**config.mk**
```make
export PLATFORM = sky130hd
export DESIGN_NAME = xm_bus_arbiter
export DESIGN_NICKNAME = d
export VERILOG_FILES = /design/src/rtl/xm_bus_pkg.sv /design/src/rtl/xm_bus_timeout.sv /design/src/rtl/xm_bus_arbiter.sv
export SDC_FILE = /design/constraint.sdc
export NUM_CORES = 1
export LEC_CHECK = 0
export BUFFER_PORTS_ARGS = -buffer_cell sky130_fd_sc_hd__buf_4
export CAP_MARGIN = 20
export CORE_AREA = 2 2 63 65
export CTS_BUF_LIST = sky130_fd_sc_hd__clkbuf_16
export DETAILED_ROUTE_END_ITERATION = 16
export DIE_AREA = 0 0 65 67
export PLACE_DENSITY = 0.81
export SLEW_MARGIN = 0
export SYNTH_ARGS = -nofsm -noshare
export SYNTH_HDL_FRONTEND = slang
export SYNTH_SLANG_ARGS = --single-unit
export TNS_END_PERCENT = 20
```
**constraint.sdc**
```tcl
create_clock -name clk_i -period 2.5 [get_ports clk_i]
set_input_delay 0.25 -clock clk_i [delete_from_list [all_inputs] [get_ports clk_i]]
set_output_delay 0.25 -clock clk_i [all_outputs]
set_load 0.01 [all_outputs]
```
**src/rtl/xm_bus_pkg.sv**
```systemverilog
// xm_bus_pkg: shared arbiter state encoding, bus widths and Wishbone byte-select codes.
package xm_bus_pkg;
  typedef enum logic [1:0] {IDLE, OWN0, OWN1} arb_state_t;
  localparam int XM_WORD = 16;
  localparam int XM_ADR_W = 15;
  localparam logic [1:0] SEL_NONE = 2'b00;
  localparam logic [1:0] SEL_LO = 2'b01;
  localparam logic [1:0] SEL_HI = 2'b10;
  localparam logic [1:0] SEL_WORD = 2'b11;
endpackage

```
**src/rtl/xm_bus_timeout.sv**
```systemverilog
// xm_bus_timeout: counts strobed cycles without ack and flags expiry at TIMEOUT-1.
// Only built when XM_BUS_ARB_TIMEOUT_EN is defined.
`ifdef XM_BUS_ARB_TIMEOUT_EN
module xm_bus_timeout #(
  parameter int TIMEOUT = 64
) (
  input  logic clk_i,
  input  logic arst_i,
  input  logic clr,
  input  logic run,
  output logic expire
);
  localparam int CW = $clog2(TIMEOUT);
  logic [CW-1:0] cnt_q, cnt_d;
  assign expire = run & (cnt_q == CW'(TIMEOUT - 1));
  assign cnt_d = clr ? '0 : run ? cnt_q + CW'(1) : cnt_q;
  always_ff @(posedge clk_i or posedge arst_i)
    if (arst_i) cnt_q <= '0;
    else cnt_q <= cnt_d;
endmodule
`endif

```
**src/rtl/xm_bus_arbiter.sv**
```systemverilog
// xm_bus_arbiter: two-master round-robin Wishbone-classic arbiter with cycle-locked grants.
// Define XM_BUS_ARB_TIMEOUT_EN to add a no-ack watchdog that errors and releases the bus.
module xm_bus_arbiter
  import xm_bus_pkg::*;
#(
  parameter int WORD = XM_WORD,
  parameter int ADR_W = WORD - (WORD / 8) + 1,
  parameter int TIMEOUT = 64
) (
  input  logic             clk_i,
  input  logic             arst_i,
  input  logic             m0_cyc_i,
  input  logic             m0_stb_i,
  input  logic             m0_we_i,
  input  logic [1:0]       m0_sel_i,
  input  logic [ADR_W-1:0] m0_adr_i,
  input  logic [WORD-1:0]  m0_dat_i,
  output logic             m0_ack_o,
  output logic             m0_err_o,
  output logic [WORD-1:0]  m0_dat_o,
  output logic             m0_gnt_o,
  input  logic             m1_cyc_i,
  input  logic             m1_stb_i,
  input  logic             m1_we_i,
  input  logic [1:0]       m1_sel_i,
  input  logic [ADR_W-1:0] m1_adr_i,
  input  logic [WORD-1:0]  m1_dat_i,
  output logic             m1_ack_o,
  output logic             m1_err_o,
  output logic [WORD-1:0]  m1_dat_o,
  output logic             m1_gnt_o,
  output logic             cyc_o,
  output logic             stb_o,
  output logic             we_o,
  output logic [1:0]       sel_o,
  output logic [ADR_W-1:0] adr_o,
  output logic [WORD-1:0]  dat_o,
  input  logic             ack_i,
  input  logic [WORD-1:0]  dat_i
);
  arb_state_t state_q, state_d;
  logic last_q, last_d;
  logic own0, own1, req0, req1, rel, expire;
  assign own0 = state_q == OWN0;
  assign own1 = state_q == OWN1;
`ifdef XM_BUS_ARB_TIMEOUT_EN
  // A master that timed out stays locked out until it drops cyc for a cycle.
  logic [1:0] blk_q, blk_d;
  xm_bus_timeout #(.TIMEOUT(TIMEOUT)) u_timeout (
    .clk_i,
    .arst_i,
    .clr(ack_i | ~cyc_o),
    .run(stb_o & ~ack_i),
    .expire
  );
  assign blk_d = (blk_q | {own1 & expire, own0 & expire}) & {m1_cyc_i, m0_cyc_i};
  assign req0 = m0_cyc_i & ~blk_q[0];
  assign req1 = m1_cyc_i & ~blk_q[1];
  always_ff @(posedge clk_i or posedge arst_i)
    if (arst_i) blk_q <= '0;
    else blk_q <= blk_d;
`else
  logic unused_timeout;
  assign unused_timeout = |TIMEOUT;
  assign expire = 1'b0;
  assign req0 = m0_cyc_i;
  assign req1 = m1_cyc_i;
`endif
  assign rel = own0 ? ~m0_cyc_i | expire : own1 ? ~m1_cyc_i | expire : 1'b0;
  always_comb begin
    state_d = state_q;
    last_d = last_q;
    if (state_q == IDLE)
      state_d = (req0 & (~req1 | last_q)) ? OWN0 : req1 ? OWN1 : IDLE;
    else if (rel) begin
      last_d = own1;
      state_d = expire ? IDLE : (own0 & req1) ? OWN1 : (own1 & req0) ? OWN0 : IDLE;
    end
  end
  always_ff @(posedge clk_i or posedge arst_i)
    if (arst_i) begin
      state_q <= IDLE;
      last_q <= 1'b1;
    end else begin
      state_q <= state_d;
      last_q <= last_d;
    end
  assign cyc_o = (own0 & m0_cyc_i) | (own1 & m1_cyc_i);
  assign stb_o = (own0 & m0_stb_i) | (own1 & m1_stb_i);
  assign we_o = (own0 & m0_we_i) | (own1 & m1_we_i);
  assign sel_o = own0 ? m0_sel_i : own1 ? m1_sel_i : SEL_NONE;
  assign adr_o = own0 ? m0_adr_i : own1 ? m1_adr_i : '0;
  assign dat_o = own0 ? m0_dat_i : own1 ? m1_dat_i : '0;
  assign m0_ack_o = own0 & ack_i & stb_o;
  assign m1_ack_o = own1 & ack_i & stb_o;
  assign m0_err_o = own0 & expire;
  assign m1_err_o = own1 & expire;
  assign m0_dat_o = own0 ? dat_i : '0;
  assign m1_dat_o = own1 ? dat_i : '0;
  assign m0_gnt_o = own0;
  assign m1_gnt_o = own1;
endmodule

```
# [Yosys cells after proc, flatten, opt, wreduce, memory -nomap -nowiden]
# Cells that the tools add are included.
[word_totals] regBits=3 output_inout_bits=74 wordCells=43
[classes] n_eq_ne=2 mux=16 bitwise_logic=20 reduce_logical=3
[ops] op="two-way mux 16 bit" n=4
[ops] op="two-way mux 15 bit" n=2
[ops] op="two-way mux 2 bit" n=7
[ops] op="bitwise AND 1 bit" n=13
[ops] op="OR 1 bit" n=4
[ops] op="two-way mux 1 bit" n=3
[ops] op="inverter 1 bit" n=3
[ops] op="== test 2 x 1 -> 1 bit, second input constant" n=1
[ops] op="== test 2 bit, second input constant" n=1
[ops] op="logical NOT 2 bit" n=1
[ops] op="AND reduction 2 bit" n=1
[ops] op="nonzero test 2 bit" n=1

# [Longest topological paths before layout]
# Gate-level depths: netlist of the first run.
[depth] word_depth=6 ltp_mapped=4

# [Worst setup path before layout of the first run]
# Ideal clock, no wire load.
[synth_timing] path_type="register -> output" startpoint="reg state_q[1]" endpoint="out adr_o[0]" arrival_time_ns=1.076 required_ns=2.250 setup_slack_ns=1.174 path_stages_with_launch=5 path_buffers=2 path_cell_list="dfrtp_1 nor2b_1 buf_4 buf_4 a22o_1"
[synth_via] elab_chain_len=3
[synth_lines] item="start: declaration" line="xm_bus_arbiter.sv:41" rtl="arb_state_t state_q, state_d;"
[synth_lines] item="start signal: assignment" line="xm_bus_arbiter.sv:85" rtl="state_q <= state_d;"
[synth_lines] item="== test 2 bit" line="xm_bus_arbiter.sv:45" rtl="assign own1 = state_q == OWN1;"
[synth_lines] item="two-way mux 15 bit" line="xm_bus_arbiter.sv:92" rtl="assign adr_o = own0 ? m0_adr_i : own1 ? m1_adr_i : '0;"
[synth_lines] item="two-way mux 15 bit (*)" line="xm_bus_arbiter.sv:92"
[synth_lines] item="end: declaration" line="xm_bus_arbiter.sv:36" rtl="output logic [ADR_W-1:0] adr_o,"
# Mark *: on every way between the ends. The rest lies on a longest branch, timed or not.

# [Worst setup path after layout of the first run]
[layout_timing] startpoint="reg state_q[1]" endpoint="out m1_ack_o"
[layout_via] elab_chain_len=4
[layout_lines] item="== test 2 x 1 -> 1 bit or == test 2 bit (tied branches)" line="xm_bus_arbiter.sv:44, xm_bus_arbiter.sv:45"
[layout_lines] item="bitwise AND 1 bit" line="xm_bus_arbiter.sv:89" rtl="assign stb_o = (own0 & m0_stb_i) | (own1 & m1_stb_i);"
[layout_lines] item="OR 1 bit" line="xm_bus_arbiter.sv:89"
[layout_lines] item="bitwise AND 1 bit (*)" line="xm_bus_arbiter.sv:95" rtl="assign m1_ack_o = own1 & ack_i & stb_o;"
[layout_lines] item="end: declaration" line="xm_bus_arbiter.sv:28" rtl="output logic m1_ack_o,"
# Marked as above.

==> results.yml, run 1 <==
die:
  dieArea_um2: 4360
  die_y_um: 67
  initial_core_util_pct: 22.4
  rows: 22
  coreArea_um2: 3610
  io_pins: 165
  die_w_um: 65
worst_setup_path:
  crit_path_start_kind: "register"
  crit_arrival_ns: 1.67
  crit_type: "register to output port"
  ff2ff_setup_slack_ns: 1.46
  r2r_end: "state_q[0]"
  r2r_cells: 2
  crit_required_ns: 2.25
  r2r_start: "state_q[1]"
  worstPathMaxFanout: 28
  endpoint_kind: "output port"
sta:
  finalSetupViolations: 0
  drv_slew: 0
  relSlewSlack_pct: 63.2
  fin_crit_sh_pct: 76.8
  worst_pin_slew_ns: 0.550
  rsz0062_at_grt: "no"
  fin_tns_setup_ns: 0
  clock-skew-final_ns: 0.000329
  fin_crit_ns: 1.92
  hold_violations: 0
  fmax_mhz: 521
power_and_ir_drop:
  ir_worst_vdd_mv: 0.476
  p_per_area_nw_per_um2: 1010
  power.leakage_nw: 1.21
  power_mw: 2.12
drt:
  vias_per_cell: 4.42
  wl_um: 4130
  post-route-drc-count: 0
  vias: 1361
  initialDrtViolationCount: 47
  wl_per_cell_um: 13.4
  firstDrtPassIters: 3
  antenna_left: 0
global_route:
  grt_pass1_vias: 1268
  grt_overflow: 0
  grt_first_pass_wirelength_um: 5710
  antenna_found_initial: 0
  grt_use_total_pct: 17.0
  grt_max_degree: 29
placed_design:
  dp_hpwl_um: 3450
  port_buffers: 162
  place_congestion: 0.719
  dp.cells: 303
clock_tree:
  cts_root_buffer: "clkbuf_16"
  numCtsBuffers: 3
  cts.path.max_buffers: 2
  cts.sinks: 3
  post_cts_buffers: 0
  h-tree-depth: 1
  insertion_delay_ns: 0.22
  cts_tree: "yes"
  clk_pin_slew_ns: 0.03
final_layout:
  layout_common_cells: "165 x buf_4, 37 x a22o_1, 32 x and2_1, 4 x inv_1"
  fillCellCount: 369
  final_cell_count_no_fill: 308
  nets: 352
  area_delta_synth_final_pct: 160
  diodes: 0
  fin_util_pct: 58.3
  drive_gt1_share_pct: 66.2
  final_common_cell: "buf_4"
worst_hold_path:
  min_to: "state_q[1]"
  min_path_type: "input pin to register"
  holdPathStages: 3
  min-delay-start: "m1_cyc_i"
yosys:
  yosys_warnings: 0
  avgSynthCellArea_um2: 7.94
  seq_area_frac_synth_pct: 9.43
  ys_seq_elements: 3
  synth.distinct_cells: 17
  synth_cells: 102
  syn_area_um2: 810
status:
  outcome: "finished, final reports clean"
flow_run:
  cap_viol_max_count: 0
[state kept, by name, indices dropped and copies added (netlist names)]
name	flops
last_q	1
state_q	2
[kinds of logic (layout without fill, tap and decap cells)]
family / after synthesis / in the layout / share of synthesized area (%)
flops: 3 / 3 / 9.43
simple gates: 39 / 39 / 29.7
compound gates: 42 / 42 / 43.6
buf+inv: 17 / 174 / 16.8
other cells: 1 / 2 / 0.463
[worst max path at each step]
stage               end  startpoint  cells past startpoint  slack, ns
4_1_cts        m1_ack_o  state_q[1]                      4       0.56
2_1_floorplan  adr_o[0]  state_q[1]                      4       1.17
3_3_place_gp   m1_ack_o  state_q[0]                      4       0.84
6_report       m1_ack_o  state_q[1]                      4       0.58
3_5_place_dp   m1_ack_o  state_q[0]                      4       0.81
5_1_grt        m1_ack_o  state_q[1]                      4       0.39
[Yosys cell counts (all sizes together)]
library cell  number  area (um^2)
a21oi              1         5.00
a22o              37          324
and2              32          200
and2b              1         7.51
and3               2         12.5
buf               14          125
conb               1         3.75
dfrtp              2         50.1
dfstp              1         26.3
inv                3         11.3
nand2              2         7.51
nor2b              1         6.26
o21ai              3         15.0
o2bb2ai            1         8.76
or2                1         6.26
[final cells by class]
type,instances,area (um^2),share of cell area (%)
Clock inverter,1,3.75,0.178
Clock buffer,3,75.1,3.57
Multi-Input combinational cell,83,608,28.9
Sequential cell,3,76.3,3.63
Timing Repair Buffer,167,1270,60.3
Inverter,3,11.3,0.535
Tap cell,48,60.1,2.86
[power breakdown]
group          switching (mW)  leakage (nW)  internal [mW]
logic                   0.782          1.14          0.977
clock network          0.0434        0.0423          0.206
registers              0.0319        0.0308         0.0791
[metal layers]
layer  vias up  GRT usage (%)  routed length, um
met5         -              0                  0
met4         0           6.38                 27
met3         2           5.91                532
met2        87           32.5               2180
met1       587           16.8               1380
li1        685              -                  -
[through the flow]
step / hold WS (ns) / setup slack (ns) / instance area, um^2
detailed placement: 0.129 / 0.806 / 2010
finish: 0.260 / 0.579 / 2100
global placement: 0.124 / 0.837 / 2010
CTS: 0.259 / 0.564 / 2100
global route: 0.289 / 0.394 / 2100
floorplan: 0.00292 / 1.17 / 813
[repair_timing]
| item | in CTS | in global routing |
|---|---|---|
| resized for setup | 0 | 0 |
| endpoints found under the hold margin | 2 | 0 |
| hold buffers | 1 | 0 |
[worst max-delay path, cell delays in order (launching register included)]
cell and delay, ns:
dfrtp_1 0.40, nor2b_4 0.52, buf_12 0.24, and3_1 0.16
buf_4 0.11
Power figures use the tool's default switching activity.
==> inputs of run 2 (changes only) <==
CORE_AREA = 2 2 64 66   (was 2 2 63 65)
DIE_AREA = 0 0 66 68   (was 0 0 65 67)
PLACE_DENSITY = 0.79   (was 0.81)
clock period = 1.9 ns   (was 2.5 ns; I/O delays follow)
==> run 2 against run 1 <==
Global-route usage decreased by 3.4 points. Worst setup slack lost 0.40 ns. Non-clock buffer count stayed put. Sequential share of layout area barely moved. Die area increased by 3.1%. Power is 31% higher. Worst hold slack worse by 0.044 ns. Clock power up 30%. Final cell count increased by 0.65%. Sequential power rose by 32%. Clock skew is 0.0019 ns higher. Wire length decreased by 9.6%. Largest cell class unchanged.
==> results.yml, run 2 (same netlist as run 1, synthesis figures left out) <==
worst_setup_path:
  crit_type: "register to output port"
  r2r_start: "state_q[1]"
  endpoint_kind: "output port"
  worstPathMaxFanout: 17
  startpoint: "state_q[0]"
  crit_arrival_ns: 1.53
  crit_required_ns: 1.71
  crit_path_start_kind: "register"
  r2r_cells: 2
clock_tree:
  cts_resized: 0
  insertion_delay_ns: 0.22
  cts.sinks: 3
  numCtsBuffers: 3
  cts.path.max_buffers: 2
  h-tree-depth: 1
  hold_buffers: 1
  clk_pin_slew_ns: 0.03
  cts_root_buffer: "clkbuf_16"
  post_cts_buffers: 0
  cts_tree: "yes"
drt:
  firstDrtPassIters: 4
  antenna_left: 0
  vias_per_cell: 4.39
  vias: 1360
  wl_um: 3730
  initialDrtViolationCount: 54
  wl_per_cell_um: 12.0
  post-route-drc-count: 0
sta:
  finalSetupViolations: 0
  fin_crit_ns: 1.72
  clock-skew-final_ns: 0.00219
  rsz0062_at_grt: "no"
  hold_violations: 0
  fmax_mhz: 580
  drv_slew: 0
  fin_crit_sh_pct: 90.8
  setup_ws_ns: 0.175
  fin_tns_setup_ns: 0
  holdWs_ns: 0.216
die:
  dieArea_um2: 4490
  initial_core_util_pct: 21.0
  io_pins: 165
  die_y_um: 68
  coreArea_um2: 3860
  die_w_um: 66
  rows: 23
global_route:
  grt_overflow: 0
  grt_max_degree: 36
  grt_first_pass_wirelength_um: 4930
  antenna_found_initial: 0
  grt_use_total_pct: 13.6
  grt_pass1_vias: 1158
final_layout:
  top_register: "state_q"
  final_common_cell: "buf_4"
  fin_area_um2: 2110
  final_cell_count_no_fill: 310
  fillCellCount: 383
  diodes: 0
  largest_reg_flops: 2
  nets: 352
  reg_top3: "state_q x2, last_q x1"
  drive_gt1_share_pct: 66.2
  layout_common_cells: "165 x buf_4, 37 x a22o_1, 32 x and2_1, 4 x inv_1"
  area_delta_synth_final_pct: 160
  fin_util_pct: 54.6
power_and_ir_drop:
  power.leakage_nw: 1.21
  p_per_area_nw_per_um2: 1320
  power_mw: 2.78
  ir_worst_vdd_mv: 0.783
status:
  outcome: "finished, final reports clean"
worst_hold_path:
  holdPathStages: 3
  min-delay-start: "m1_cyc_i"
  min_path_type: "input pin to register"
placed_design:
  port_buffers: 162
  dp_slack_ns: 0.401
  placed_area_um2: 2020
  place_congestion: 0.700
  dp_hpwl_um: 3080
  dp.cells: 305
flow_run:
  cap_viol_max_count: 0
-- run 2: final cells by class --
| class | count | area, um^2 | share of cell area [%] |
|---|---|---|---|
| repair buffers | 167 | 1270 | 60.2 |
| multi-input cells | 83 | 608 | 28.9 |
| flip-flops and latches | 3 | 76.3 | 3.62 |
| clock buffers | 3 | 75.1 | 3.57 |
| well taps | 50 | 62.6 | 2.97 |
| inverters | 3 | 11.3 | 0.535 |
| clock inverters | 1 | 3.75 | 0.178 |
-- run 2: layer usage --
layer | routed length (um) | track usage [%]
met3 | 485 | 3.29
met1 | 1310 | 15.0
met2 | 1940 | 26.8
met5 | 0 | 0
met4 | 0 | 2.30
-- run 2: critical path, cell delays in order, from the launching register on --
cell	delay [ns]
dfrtp_1	0.43
nor2b_4	0.30
buf_4	0.28
and3_1	0.18
buf_4	0.12
-- run 2: final timing paths --
check,slack [ns],endpoint
worst max-delay path,0.18,m1_ack_o
worst min-delay path,0.22,state_q[1]
worst max register to register,0.87,state_q[0]
worst min register to register,0.51,last_q
max in group asynchronous,1.29,last_q
min in group asynchronous,0.40,state_q[1]
-- run 2: where the power goes --
part | switching (mW) | internal, mW | leakage, nW | total (mW)
combinational | 1.02 | 1.28 | 1.14 | 2.30
sequential | 0.0422 | 0.104 | 0.0308 | 0.146
clock | 0.0552 | 0.271 | 0.0423 | 0.326
==> inputs of run 3 (changes only) <==
CELL_PAD_IN_SITES_DETAIL_PLACEMENT = 2   (was not set)
CELL_PAD_IN_SITES_GLOBAL_PLACEMENT = 2   (was not set)
CORE_AREA = not set   (was 2 2 64 66)
CORE_UTILIZATION = 10   (was not set)
DIE_AREA = not set   (was 0 0 66 68)
PLACE_DENSITY = 0.93   (was 0.79)
==> run 3 against run 2 <==
Non-clock buffer count fell by 1. Critical path depth did not move. Flip-flop and latch count did not move. First-iteration DRC count fell by 93%. Critical path type unchanged. Critical endpoint is now m0_ack_o.
==> results.yml, run 3 (same netlist as run 1, synthesis figures left out) <==
global_route:
  grt_use_met1_pct: 12.3
  grt_use_total_pct: 11.5
  grt_first_pass_wirelength_um: 7820
  grt_pass1_vias: 1518
  grtUsageMet2_pct: 22.9
  top_usage_layer: "met2"
  antenna_found_initial: 0
  grt_overflow: 0
  use_met3_pct: 2.40
  grt_max_degree: 47
final_layout:
  multi_input_area_um2: 609
  fin_util_pct: 28.2
  drive_gt1_share_pct: 66.4
  top_register: "state_q"
  fillCellCount: 922
  nets: 351
  final-seq-area_um2: 76.3
  layout_common_cells: "162 x buf_4, 37 x a22o_1, 32 x and2_1, 4 x inv_1"
  largest_reg_flops: 2
  final_common_cell: "buf_4"
  fin_area_um2: 2190
  reg_top3: "state_q x2, last_q x1"
  diodes: 0
  area_delta_synth_final_pct: 170
power_and_ir_drop:
  p_per_area_nw_per_um2: 1330
  clkPwrFrac_pct: 11.5
  p_int_mw: 1.71
  power.leakage_nw: 1.21
  p_seq_share_pct: 5.2
  ir_worst_vdd_mv: 0.675
  p_comb_share_pct: 83.3
  switchingPower_mw: 1.20
  swShare_pct: 41.3
drt:
  post-route-drc-count: 0
  wl_per_cell_um: 14.5
  wl_um: 5230
  vias: 1446
  antenna_left: 0
  firstDrtPassIters: 4
  vias_per_cell: 4.01
  initialDrtViolationCount: 4
worst_setup_path:
  endpoint_kind: "output port"
  ff2ff_setup_slack_ns: 0.85
  crit_type: "register to output port"
  r2r_end: "state_q[0]"
  r2r_cells: 3
  r2r_start: "last_q"
  startpoint: "state_q[1]"
  worstPathMaxFanout: 46
  crit_arrival_ns: 1.57
  crit_path_start_kind: "register"
  crit_required_ns: 1.71
clock_tree:
  insertion_delay_ns: 0.23
  cts_tree: "yes"
  cts_root_buffer: "clkbuf_16"
  numCtsBuffers: 3
  cts.sinks: 3
  clk_pin_slew_ns: 0.03
  cts.path.max_buffers: 2
  post_cts_buffers: 0
  h-tree-depth: 1
placed_design:
  place_congestion: 0.683
  dp_hpwl_um: 4380
  port_buffers: 162
  placed_area_um2: 2100
sta:
  finalSetupViolations: 0
  rsz0062_at_grt: "no"
  fin_crit_sh_pct: 92.7
  fin_tns_setup_ns: 0
  hold_violations: 0
  clock-skew-final_ns: 0.00255
  drv_slew: 0
  fmax_mhz: 568
  fin_crit_ns: 1.76
worst_hold_path:
  holdPathStages: 3
  min_path_type: "input pin to register"
  min-delay-start: "m1_cyc_i"
  min_to: "state_q[1]"
die:
  dieArea_um2: 8460
  initial_core_util_pct: 10.4
  rows: 32
  io_pins: 165
  die_w_um: 92.0
  die_y_um: 92.0
  coreArea_um2: 7770
status:
  outcome: "finished, final reports clean"
flow_run:
  cap_viol_max_count: 0
run 3: cell types whose count changed in the layout (fill, tap and decap cells not counted):
cell	change
buf_12	+2
and2b_1	-1
buf_4	-3
and2b_2	+1
run 3: area by class of cell:
class | count | share of cell area [%]
clock inverters | 1 | 0.171
flip-flops and latches | 3 | 3.49
multi-input cells | 83 | 27.8
clock buffers | 3 | 3.43
inverters | 3 | 0.514
well taps | 102 | 5.83
repair buffers | 166 | 58.7
run 3: worst max-delay path by stage:
stage	to	slack [ns]	cells after the start
floorplan	adr_o[0]	0.63	4
global placement	m0_ack_o	0.42	4
detailed placement	m0_ack_o	0.39	4
CTS	m0_ack_o	0.14	4
global route	m0_ack_o	0.05	4
finish	m0_ack_o	0.14	4
run 3: repair_timing:
item	in CTS	in global routing
hold buffers	1	0
endpoints found under the hold margin	2	0
resized for setup	0	0
run 3: per-stage QoR:
stage | hold WS, ns | setup slack (ns) | power [mW] | cells
floorplan | -0.0571 | 0.634 | 1.44 | 103
global placement | 0.0707 | 0.423 | 2.55 | 356
detailed placement | 0.0717 | 0.387 | 2.62 | 356
CTS | 0.212 | 0.139 | 2.97 | 361
global route | 0.228 | 0.0525 | 3.12 | 361
finish | 0.210 | 0.139 | 2.91 | 361
run 3: power by group through the flow:
| stage | Sequential, mW | Clock (mW) | Combinational (mW) |
|---|---|---|---|
| floorplan | 0.132 | 0 | 1.31 |
| global placement | 0.143 | 0 | 2.41 |
| detailed placement | 0.152 | 0 | 2.46 |
| CTS | 0.152 | 0.342 | 2.47 |
| global route | 0.162 | 0.346 | 2.61 |
| finish | 0.151 | 0.335 | 2.42 |
run 3: critical path, cell delays in order, from the launching register on:
cell and delay (ns):
dfrtp_1 0.42, and2b_2 0.36, buf_12 0.24, and3_1 0.18
buf_4 0.11
run 3: routing by layer:
metal / part of all wire, % / vias up
met5: 0 / -
met2: 53 / 100
met4: 0.61 / 0
met3: 9.9 / 2
met1: 36 / 661
li1: - / 683
